[src/rtl/fetch_unit.sv]
// Instruction fetch stage: PC, req/ack program-memory reads, instruction register and field split.
// Optional return stack compiled in with `define FETCH_STACK_EN.
module fetch_unit #(
  parameter int unsigned AW          = 12,
  parameter int unsigned STACK_DEPTH = 4
) (
  input  logic          clk,
  input  logic          rst_n,
  output logic [AW-1:0] pm_addr,
  output logic          pm_req,
  input  logic [15:0]   pm_rdata,
  input  logic          pm_ack,
  output logic [15:0]   instruction,
  output logic [7:0]    OP_dk,
  output logic [3:0]    OP_s,
  output logic          ind,
  output logic [6:0]    dma,
  output logic [7:0]    k,
  output logic          instr_valid,
  input  logic          instr_ready,
  input  logic [1:0]    pcInMux_ctrl,
  input  logic [AW-1:0] branch_target,
  input  logic [AW-1:0] acc_low,
  input  logic          pc_push,
  output logic [AW-1:0] pc,
  output logic          stack_err
);

  typedef enum logic [1:0] {
    IDLE  = 2'b00,
    FETCH = 2'b01,
    HOLD  = 2'b10
  } state_t;

  state_t        state, state_nx;
  logic [AW-1:0] addr_nx;
  logic [AW-1:0] pc_nx;
  logic [15:0]   ir_nx;
  logic [AW-1:0] pc_inc;
  logic [AW-1:0] pop_val;
  logic [AW-1:0] pc_sel;
  logic          accept;

  assign accept = (state == HOLD) && instr_ready;
  assign pc_inc = pc + AW'(1);

  // Decode fields are plain slices of the registered IR
  assign OP_dk = instruction[15:8];
  assign OP_s  = instruction[15:12];
  assign ind   = instruction[7];
  assign dma   = instruction[6:0];
  assign k     = instruction[7:0];

  // Next-PC select applied on accept
  always_comb begin
    pc_sel = pc_inc;
    case (pcInMux_ctrl)
      2'b00:   pc_sel = branch_target;
      2'b01:   pc_sel = acc_low;
      2'b10:   pc_sel = pop_val;
      default: pc_sel = pc_inc;
    endcase
  end

  // Next-state and datapath loads
  always_comb begin
    state_nx = state;
    addr_nx  = pm_addr;
    ir_nx    = instruction;
    pc_nx    = pc;
    case (state)
      IDLE: begin
        state_nx = FETCH;
        addr_nx  = '0;
      end
      FETCH: begin
        if (pm_ack) begin
          ir_nx    = pm_rdata;
          pc_nx    = pm_addr;
          state_nx = HOLD;
        end
      end
      HOLD: begin
        if (instr_ready) begin
          addr_nx  = pc_sel;
          state_nx = FETCH;
        end
      end
      default: state_nx = IDLE;
    endcase
  end

  always_ff @(posedge clk) begin
    if (!rst_n) begin
      state       <= IDLE;
      pm_addr     <= '0;
      pm_req      <= 1'b0;
      instr_valid <= 1'b0;
      instruction <= '0;
      pc          <= '0;
    end else begin
      state       <= state_nx;
      pm_addr     <= addr_nx;
      pm_req      <= (state_nx == FETCH);
      instr_valid <= (state_nx == HOLD);
      instruction <= ir_nx;
      pc          <= pc_nx;
    end
  end

`ifdef FETCH_STACK_EN
  localparam int unsigned SP_W = $clog2(STACK_DEPTH + 1);

  logic [AW-1:0] stk    [STACK_DEPTH];
  logic [AW-1:0] stk_nx [STACK_DEPTH];
  logic [SP_W-1:0] cnt, cnt_nx;
  logic            err_nx;

  // Entry 0 is the top; a push onto a full stack shifts the deepest entry out
  always_comb begin
    stk_nx  = stk;
    cnt_nx  = cnt;
    err_nx  = stack_err;
    pop_val = pc_inc;
    if (accept) begin
      if (pcInMux_ctrl == 2'b10) begin
        if (cnt == '0) begin
          err_nx = 1'b1;
        end else begin
          pop_val = stk[0];
          for (int i = 0; i < int'(STACK_DEPTH) - 1; i++) stk_nx[i] = stk[i+1];
          stk_nx[STACK_DEPTH-1] = '0;
          cnt_nx = cnt - SP_W'(1);
        end
      end
      if (pc_push) begin
        for (int i = int'(STACK_DEPTH) - 1; i > 0; i--) stk_nx[i] = stk_nx[i-1];
        stk_nx[0] = pc_inc;
        if (cnt_nx == SP_W'(STACK_DEPTH)) err_nx = 1'b1;
        else                              cnt_nx = cnt_nx + SP_W'(1);
      end
    end
  end

  always_ff @(posedge clk) begin
    if (!rst_n) begin
      for (int i = 0; i < int'(STACK_DEPTH); i++) stk[i] <= '0;
      cnt       <= '0;
      stack_err <= 1'b0;
    end else begin
      stk       <= stk_nx;
      cnt       <= cnt_nx;
      stack_err <= err_nx;
    end
  end
`else
  logic unused;

  // Without the stack a pop falls back to sequential fetch
  assign pop_val   = pc_inc;
  assign stack_err = 1'b0;
  assign unused    = &{1'b0, pc_push, 1'(STACK_DEPTH)};
`endif

endmodule
[config.mk]
export PLATFORM = sky130hd
export DESIGN_NAME = fetch_unit
export DESIGN_NICKNAME = d
export VERILOG_FILES = /design/src/rtl/fetch_unit.sv
export SDC_FILE = /design/constraint.sdc
export NUM_CORES = 1
export LEC_CHECK = 0
export ABC_AREA = 0
export CAP_MARGIN = 5
export CORE_MARGIN = 5
export CORE_UTILIZATION = 55
export CTS_CLUSTER_SIZE = 12
export DETAILED_ROUTE_END_ITERATION = 8
export DONT_BUFFER_PORTS = 1
export PLACE_DENSITY_LB_ADDON = 0.1
export RECOVER_POWER = 100
export SLEW_MARGIN = 25
export SYNTH_ARGS = -nofsm -noshare
export SYNTH_HDL_FRONTEND = slang
export SYNTH_SLANG_ARGS = --single-unit
[constraint.sdc]
create_clock -name clk -period 2 [get_ports clk]
set_input_delay 0.2 -clock clk [delete_from_list [all_inputs] [get_ports clk]]
set_output_delay 0.2 -clock clk [all_outputs]
set_load 0.02 [all_outputs]
==> results of run 1 <==
## power by group through the flow
stage | Clock, mW | Sequential (mW) | Combinational, mW
after global placement | 0 | 0.999 | 0.107
final | 0.664 | 0.978 | 0.106
after global routing | 0.712 | 0.984 | 0.122
after CTS | 0.679 | 0.979 | 0.111
after floorplan | 0 | 0.960 | 0.169
after detailed placement | 0 | 1.00 | 0.112
## cells by family after synthesis
family          synth area share [%]
compound gates                  17.6
other cells                    0.172
xor+xnor                        2.81
simple gates                    20.6
flops                           40.4
mux                             4.88
fa+ha+maj                      0.574
buf+inv                         13.0
## path summary, 6_finish.rpt
| path | startpoint | endpoint | slack [ps] | cells past startpoint |
|---|---|---|---|---|
| worst max-delay path | pc[2] | pm_addr[8] | 330 | 5 |
| worst min-delay path | rst_n | pm_addr[5] | 20 | 1 |
| worst max register to register | pc[2] | pm_addr[8] | 330 | 5 |
| worst min register to register | pm_addr[8] | pc[8] | 580 | 2 |
## worst max-delay path, delay by kind of cell (launching register included)
family	cells	cell delay [ps]
flip-flops	1	380
AND/OR/NAND/NOR	2	460
AO/OA/AOI/OAI	1	130
XOR/XNOR	1	190
buffers and inverters	1	450
## sequential cells by signal, summed over array words and instances (netlist names)
register	count
instr_valid	1
pm_req	1
pc	12
pm_addr	12
instruction	16
state	2
## cell type report
class	count	area, sq um	area share (%)
Timing Repair Buffer	12	52.6	2.49
Sequential cell	44	881	41.7
Clock buffer	6	72.6	3.43
Tap cell	48	60.1	2.84
Inverter	1	3.75	0.178
Clock inverter	2	35.0	1.66
Multi-Input combinational cell	179	1010	47.8
## stage by stage
stage / hold WS [ps] / area, sq um / cells / utilization [%] / power, mW
6_report: 20.9 / 2110 / 292 / 56.5 / 1.75
2_1_floorplan: 336 / 2180 / 269 / - / 1.13
5_1_grt: 9.66 / 2110 / 292 / 56.5 / 1.82
3_5_place_dp: 323 / 2050 / 284 / 54.9 / 1.11
4_1_cts: 15.4 / 2160 / 292 / 57.8 / 1.77
3_3_place_gp: 322 / 2050 / 284 / 54.9 / 1.11
## placed cells by master (no fill, tap or decap), types with 6 or more instances in the layout
cell type	count
nand2_1	68
nor2_1	6
clkbuf_1	11
a21oi_1	34
nand3_1	6
o2bb2ai_1	8
dfxtp_1	44
## per-layer routing
layer / routed length, um / vias up / GRT usage, %
met5: 0 / - / 0
li1: - / 838 / -
met2: 2560 / 64 / 33.7
met1: 2020 / 802 / 22.9
met4: 56 / 0 / 6.15
met3: 495 / 8 / 6.34
==> metrics, run 1 <==
clk buf depth=2; Post-Synthesis Cell Area=0.00218 sq mm; Final HPWL DP=between 3000 and 4000 um; site row count=22; filler instances=373; Starting Density=58.3%; H-Tree Depth=2; DRT antenna net count=0; CP endpoint kind=flop; number of max-cap violations=0; WL per Instance=17.6 um; DRC=0; pwr dens=827 mW/mm^2; worst hold path class=in -> reg; # hold bufs at CTS=0; initial antenna violation count=0; kind of critical path=reg -> reg; Die Wd=approximately 73 um; post-synth cell types=39; post-CTS sizing=0; Synth area leaders=dfxtp_1 40%, nand2_1 12%, buf_4 10%; num ports=118; Net Sw Frac=25.2%; first-pass GRT wire length=8230 um; final RePlAce weighted congestion=0.798; worst skew pair latency=290 ps; Cell Chain, Critical Path=clkbuf_1, and4_2, nand4_1, xor2_1, o2bb2ai_1; Syn Nets=317; ant diodes=0; root buffer cell=clkbuf_8; Mean Syn Cell Area=8.11 sq um; Seq cells post-synth=44; Clock transition at path regs=80 ps; Core Box Area=about 0.0037 sq mm; worst slew pin tran=968 ps; TritonCTS clock tree=done; TNS Setup=0 ps; Startpoint Class=flop; Pre-antenna DRT Iters=4; post-synth top area share=40.4%; Data required, critical path=2230 ps; IO buf count=0; Fin. Hold Viols=0; clock sink total=44; DR vias=~1700; DR vias/cell=about 5.9; largest net degree at the start of global routing=29; RSZ-0062 raised after global routing=no; sequential share of power=55.9%; combinational power share=between 6 and 7%; vias in the first global route=1751; count leader, synth=nand2_1; clock skew=4.69 ps; run status=finished clean; Total Wirelength=5130 um; P_sw=about 0.44 mW; Num CTS Buffers=5; Crit-path slowest cell=clkbuf_1; CP arrival=1900 ps; cell-internal power=1.31 mW; top cells by count, synth=68 x nand2_1, 44 x dfxtp_1, 32 x a21oi_1; Lkg Pwr=0.700 nW; crit-path max FO=7; Final nets=291; CP max stage delay=450 ps; Max Fclk=around 600 MHz; Total GRT Usage=19.5%; number of DRC markers in iteration 0=99; asr flop ratio synth=0%; pre-CTS setup slack=a little under 400 ps; cell count after synthesis=269; Die ar.=0.00532 sq mm; Setup Buffers After CTS=0; Layout area overhead=-3.04%; fin crit share=83.4%; dominant synthesized flop cell=dfxtp_1; die height=73.0 um; Worst VDD drop=about 0.00043 V; Slew Limit Fails=0; Post-synth EDFFs=0; layout cells sized above 1=8.20%; synth warn=0; Clk pwr share=38.0%; Seq/Total Area, Yosys=40.4%; Final setup viols=0; slew margin rel.=between 30% and 40%; area leader, netlist=dfxtp_1; Tmin final=1670 ps; grt total ovfl=0; setup ws final=around 330 ps
Note: power is estimated with default switching activity, not from simulation.
==> run 2, diff against run 1 <==
==> constraint.sdc (replaced) <==
create_clock -name clk -period 1.7 [get_ports clk]
set_input_delay 0.17 -clock clk [delete_from_list [all_inputs] [get_ports clk]]
set_output_delay 0.17 -clock clk [all_outputs]
set_load 0.02 [all_outputs]
==> metrics, run 2 (synthesis gave the netlist of run 1 again) <==
clock sink total=44 (unchanged); Final HPWL DP=3910 um (was 3690 um); max FFs per register=16 (unchanged); WL per Instance=16.6 um (was 17.6 um); RSZ-0062 raised after global routing=no (unchanged); Die ar.=0.00532 sq mm (unchanged); die height=73.0 um (unchanged); Fin. Hold Viols=0 (unchanged); Cell Count, Final, Fillers Out=321 (was 292); Setup Buffers After CTS=0 (unchanged); Clock transition at path regs=80 ps (about the same); R2R Setup Slk=150 ps (was 330 ps); Final setup viols=0 (unchanged); num ports=118 (unchanged); final RePlAce weighted congestion=0.813 (was 0.798); Slew Limit Fails=0 (unchanged); DR vias/cell=5.75 (was 5.86); Total GRT Usage=20.3% (was 19.5%); kind of critical path=reg -> reg (unchanged); Layout area overhead=6.14% (was -3.04%); number of max-cap violations=0 (unchanged); fin crit share=90.9% (was 83.4%); worst slew pin tran=763 ps (was 968 ps); Tmin final=1550 ps (was 1670 ps); TritonCTS clock tree=done (unchanged); Pre-antenna DRT Iters=4 (unchanged); commonest non-fill, non-tap cell in the layout=nand2_1 (unchanged); TNS Setup=0 ps (unchanged); first-pass GRT wire length=8420 um (was 8230 um); Startpoint Class=flop (unchanged); pwr dens=869 mW/mm^2 (was 827 mW/mm^2); Lkg Pwr=0.784 nW (was 0.700 nW); H-Tree Depth=2 (unchanged); Starting Density=58.3% (unchanged); Total Wirelength=5340 um (was 5130 um); Placed Cells=302 (was 284); site row count=22 (unchanged); Top Registers=instruction: 16 flops, pc: 12 flops, pm_addr: 12 flops (unchanged); ant diodes=0 (unchanged); clk buf depth=2 (unchanged); number of DRC markers in iteration 0=94 (was 99); initial antenna violation count=0 (unchanged); most frequent cells in the layout=68 x nand2_1, 44 x dfxtp_1, 32 x a21oi_1 (was 68 x nand2_1, 44 x dfxtp_1, 34 x a21oi_1); filler instances=351 (was 373); register area=881 sq um (unchanged); Final nets=321 (was 291); CP arrival=1780 ps (was 1900 ps); Die Wd=73.0 um (unchanged); clock skew=3.44 ps (was 4.69 ps); Placement Cell Area=0.00219 sq mm (was 0.00205 sq mm); DRT antenna net count=0 (unchanged); worst skew pair latency=300 ps (was 290 ps); largest net degree at the start of global routing=29 (unchanged); Data required, critical path=1940 ps (was 2230 ps); slew margin rel.=49.1% (was 35.5%); area occupied by multi-input gates=0.00101 sq mm (about the same); root buffer cell=clkbuf_8 (unchanged); grt total ovfl=0 (unchanged); vias in the first global route=1788 (was 1751); DR vias=1847 (was 1712); Num CTS Buffers=5 (unchanged); CP endpoint kind=flop (unchanged); DRC=0 (unchanged); Worst VDD drop=0.000376 V (was 0.000429 V); Core Box Area=0.00374 sq mm (unchanged); Reg with most FFs=instruction (unchanged); Max Fclk=647 MHz (was 600 MHz); IO buf count=0 (unchanged); post-route design area=0.00231 sq mm (was 0.00211 sq mm); run status=finished clean (unchanged); worst hold path class=in -> reg (unchanged); layout cells sized above 1=10.6% (was 8.20%); crit-path max FO=6 (was 7)
## run 2: per-stage QoR
step	setup WS (ps)	util (%)	hold WS, ps	power [mW]
after floorplan	55.2	-	306	1.33
after global placement	251	58.5	292	1.32
after detailed placement	216	58.5	293	1.33
after CTS	205	64.0	1.52	2.04
after global routing	82.3	61.8	3.66	2.10
final	155	61.8	4.00	2.01
## run 2: routing by layer
metal  track usage (%)  routed length, um
met2              33.6               2630
met5                 0                  0
met1              23.4               2130
met4              8.20                 52
met3              7.71                528
## run 2: report_power, final
group	switching (mW)	internal, mW	total, mW
Sequential	0.0357	1.06	1.09
Clock	0.336	0.362	0.698
Combinational	0.149	0.0732	0.222
Total	0.521	1.49	2.01
## run 2: cell type report
cell class                 instances  share of cell area [%]
inverter                           1                   0.162
timing repair buffer              42                    11.4
clock buffer                       7                    4.16
sequential                        44                    38.1
tap                               48                    2.59
multi-input combinational        179                    43.7
## run 2: path summary, 6_finish.rpt
check,start,cells after the start,end
max,pc[5],4,pm_addr[9]
min,pm_rdata[12],2,instruction[12]
max reg2reg,pc[5],4,pm_addr[9]
min reg2reg,instruction[6],2,instruction[6]
## run 2: worst max-delay path: stages, from the launching register on
cell and delay (ps):
dfxtp_1 340, nand4_1 230, or4_1 550, a31o_1 240, a21oi_2 130
## run 2: repair_timing
| item | 4_1_cts | 5_1_grt |
|---|---|---|
| hold endpoints to repair | 14 | 1 |
| resized for setup | 0 | 0 |
| hold buffers | 11 | 1 |
==> run 3, diff against run 2 <==
--- a/config.mk
+++ b/config.mk
@@ -8,10 +8,9 @@
 export ABC_AREA = 0
 export CAP_MARGIN = 5
 export CORE_MARGIN = 5
-export CORE_UTILIZATION = 55
+export CORE_UTILIZATION = 39
 export CTS_CLUSTER_SIZE = 12
 export DETAILED_ROUTE_END_ITERATION = 8
-export DONT_BUFFER_PORTS = 1
 export PLACE_DENSITY_LB_ADDON = 0.1
 export RECOVER_POWER = 100
 export SLEW_MARGIN = 25
==> metrics, run 3 (synthesis gave the netlist of run 1 again) <==
vias in the first global route=2118 (was 1788); CP arrival=1450 ps (was 1780 ps); ant diodes=0 (unchanged); IO buf count=115 (was 0); first-pass GRT wire length=10200 um (was 8420 um); number of max-cap violations=0 (unchanged); max FFs per register=16 (unchanged); DRC=0 (unchanged); num ports=118 (unchanged); Total GRT Usage=17.2% (was 20.3%); Max Fclk=619 MHz (was 647 MHz); Placement Cell Area=0.00329 sq mm (was 0.00219 sq mm); clock sink total=44 (unchanged); Total Wirelength=6200 um (was 5340 um); worst slew pin tran=550 ps (was 763 ps); CP max stage delay=600 ps (was 550 ps); slew margin rel.=63.3% (was 49.1%); clk buf depth=2 (unchanged); worst hold path class=in -> reg (unchanged); crit-path max FO=5 (was 6); post-route design area=0.00334 sq mm (was 0.00231 sq mm); Cell Chain, Critical Path=buf_4, clkdlybuf4s50_1 (was nand4_1, or4_1, a31o_1, a21oi_2); most frequent cells in the layout=68 x nand2_1, 65 x dlygate4sd3_1, 50 x clkdlybuf4s50_1 (was 68 x nand2_1, 44 x dfxtp_1, 32 x a21oi_1); Final nets=413 (was 321); register area=882 sq um (was 881 sq um); Final Core Density=61.0% (was 61.8%); Lkg Pwr=1.37 nW (was 0.784 nW); worst path bufs/invs=2 (was 0); Final HPWL DP=4760 um (was 3910 um); pre-CTS setup slack=-4.87 ps (was 216 ps); setup ws final=84.8 ps (was 155 ps); root buffer cell=clkbuf_8 (unchanged); commonest non-fill, non-tap cell in the layout=nand2_1 (unchanged); die height=84.8 um (was 73.0 um); Startpoint Class=flop (unchanged); H-Tree Depth=2 (unchanged); Data required, critical path=1530 ps (was 1940 ps); kind of critical path=reg -> out (was reg -> reg); number of DRC markers in iteration 0=98 (was 94); largest net degree at the start of global routing=29 (unchanged); Min Hold Slack=420 ps (was 4.00 ps); site row count=27 (was 22); fin crit share=95.0% (was 90.9%); initial antenna violation count=0 (unchanged); area occupied by multi-input gates=0.00101 sq mm (about the same); layout cells sized above 1=10.1% (was 10.6%); Layout area overhead=53.1% (was 6.14%); WL per Instance=14.2 um (was 16.6 um); Starting Density=39.8% (was 58.3%); Tmin final=1620 ps (was 1550 ps); RSZ-0062 raised after global routing=no (unchanged); worst skew pair latency=290 ps (was 300 ps); DRT antenna net count=0 (unchanged); Pre-antenna DRT Iters=4 (unchanged); Fin. Hold Viols=0 (unchanged); Final setup viols=0 (unchanged); grt total ovfl=0 (unchanged); TNS Setup=0 ps (unchanged); Top Registers=instruction: 16 flops, pc: 12 flops, pm_addr: 12 flops (unchanged); run status=finished clean (unchanged); clock skew=4.71 ps (was 3.44 ps); Num CTS Buffers=5 (unchanged); Die Wd=84.8 um (was 73.0 um); filler instances=519 (was 351); Slew Limit Fails=0 (unchanged); CP delay by family, top=buffers and inverters (was simple AND/OR/NAND/NOR gates); DR vias/cell=4.90 (was 5.75); Crit-path slowest cell=clkdlybuf4s50_1 (was or4_1); pwr dens=629 mW/mm^2 (was 869 mW/mm^2); Die ar.=0.00719 sq mm (was 0.00532 sq mm); DR vias=2141 (was 1847); TritonCTS clock tree=done (unchanged); Worst VDD drop=0.000377 V (was 0.000376 V); Core Box Area=0.00547 sq mm (was 0.00374 sq mm); final RePlAce weighted congestion=0.809 (was 0.813); Reg with most FFs=instruction (unchanged); Clock transition at path regs=80 ps (about the same); CP endpoint kind=primary output (was flop)
## run 3: changes by cell type in the layout (fill, tap and decap cells not counted), sizes merged
cell           previous run  this run
buf                       8        14
dlygate4sd3              12        65
clkinv                    0         1
clkdlybuf4s50             0        50
clkbuf                   29        11
## run 3: what timing repair did
action	CTS	global route
hold buffers	0	0
gates resized for setup	0	1
endpoints found under the setup margin	0	1
endpoints found under the hold margin	0	0
setup buffers	0	0
## run 3: per-layer routing
metal | track usage (%) | up-vias | share of wire (%)
met5 | 0 | - | 0
met4 | 2.88 | 0 | 0.64
met3 | 5.59 | 4 | 8.3
met2 | 29.7 | 81 | 48
met1 | 21.3 | 972 | 43
li1 | - | 1084 | -
## run 3: where the power goes
part / internal, mW / switching, mW
clock: 0.279 / 0.331
combinational: 0.212 / 0.202
sequential: 1.06 / 0.0190
total: 1.55 / 0.552
## run 3: through the flow
step | total power, mW | cells
floorplan | 1.33 | 269
global placement | 1.54 | 430
detailed placement | 1.54 | 430
CTS | 2.15 | 437
global route | 2.19 | 437
finish | 2.10 | 437
## run 3: cell type report
class | instances | share of cell area [%]
Multi-Input combinational cell | 179 | 30.2
Sequential cell | 44 | 26.4
Clock buffer | 6 | 2.17
Clock inverter | 1 | 0.150
Tap cell | 72 | 2.70
Inverter | 1 | 0.112
Timing Repair Buffer | 134 | 38.3
## run 3: worst paths after layout
check | startpoint | endpoint | slack (ps) | depth (start not counted)
hold / removal | pm_rdata[4] | instruction[4] | 420 | 3
setup reg to reg | pc[5] | pm_addr[9] | 120 | 4
setup / recovery | pc[0] | pc[0] | 80 | 2
hold reg to reg | pm_addr[8] | pc[8] | 470 | 2
## run 3: worst min-delay path, delay by kind of cell
family          cells  cell delay (ps)
simple gates        1               50
buf+inv             1              400
compound gates      1               50
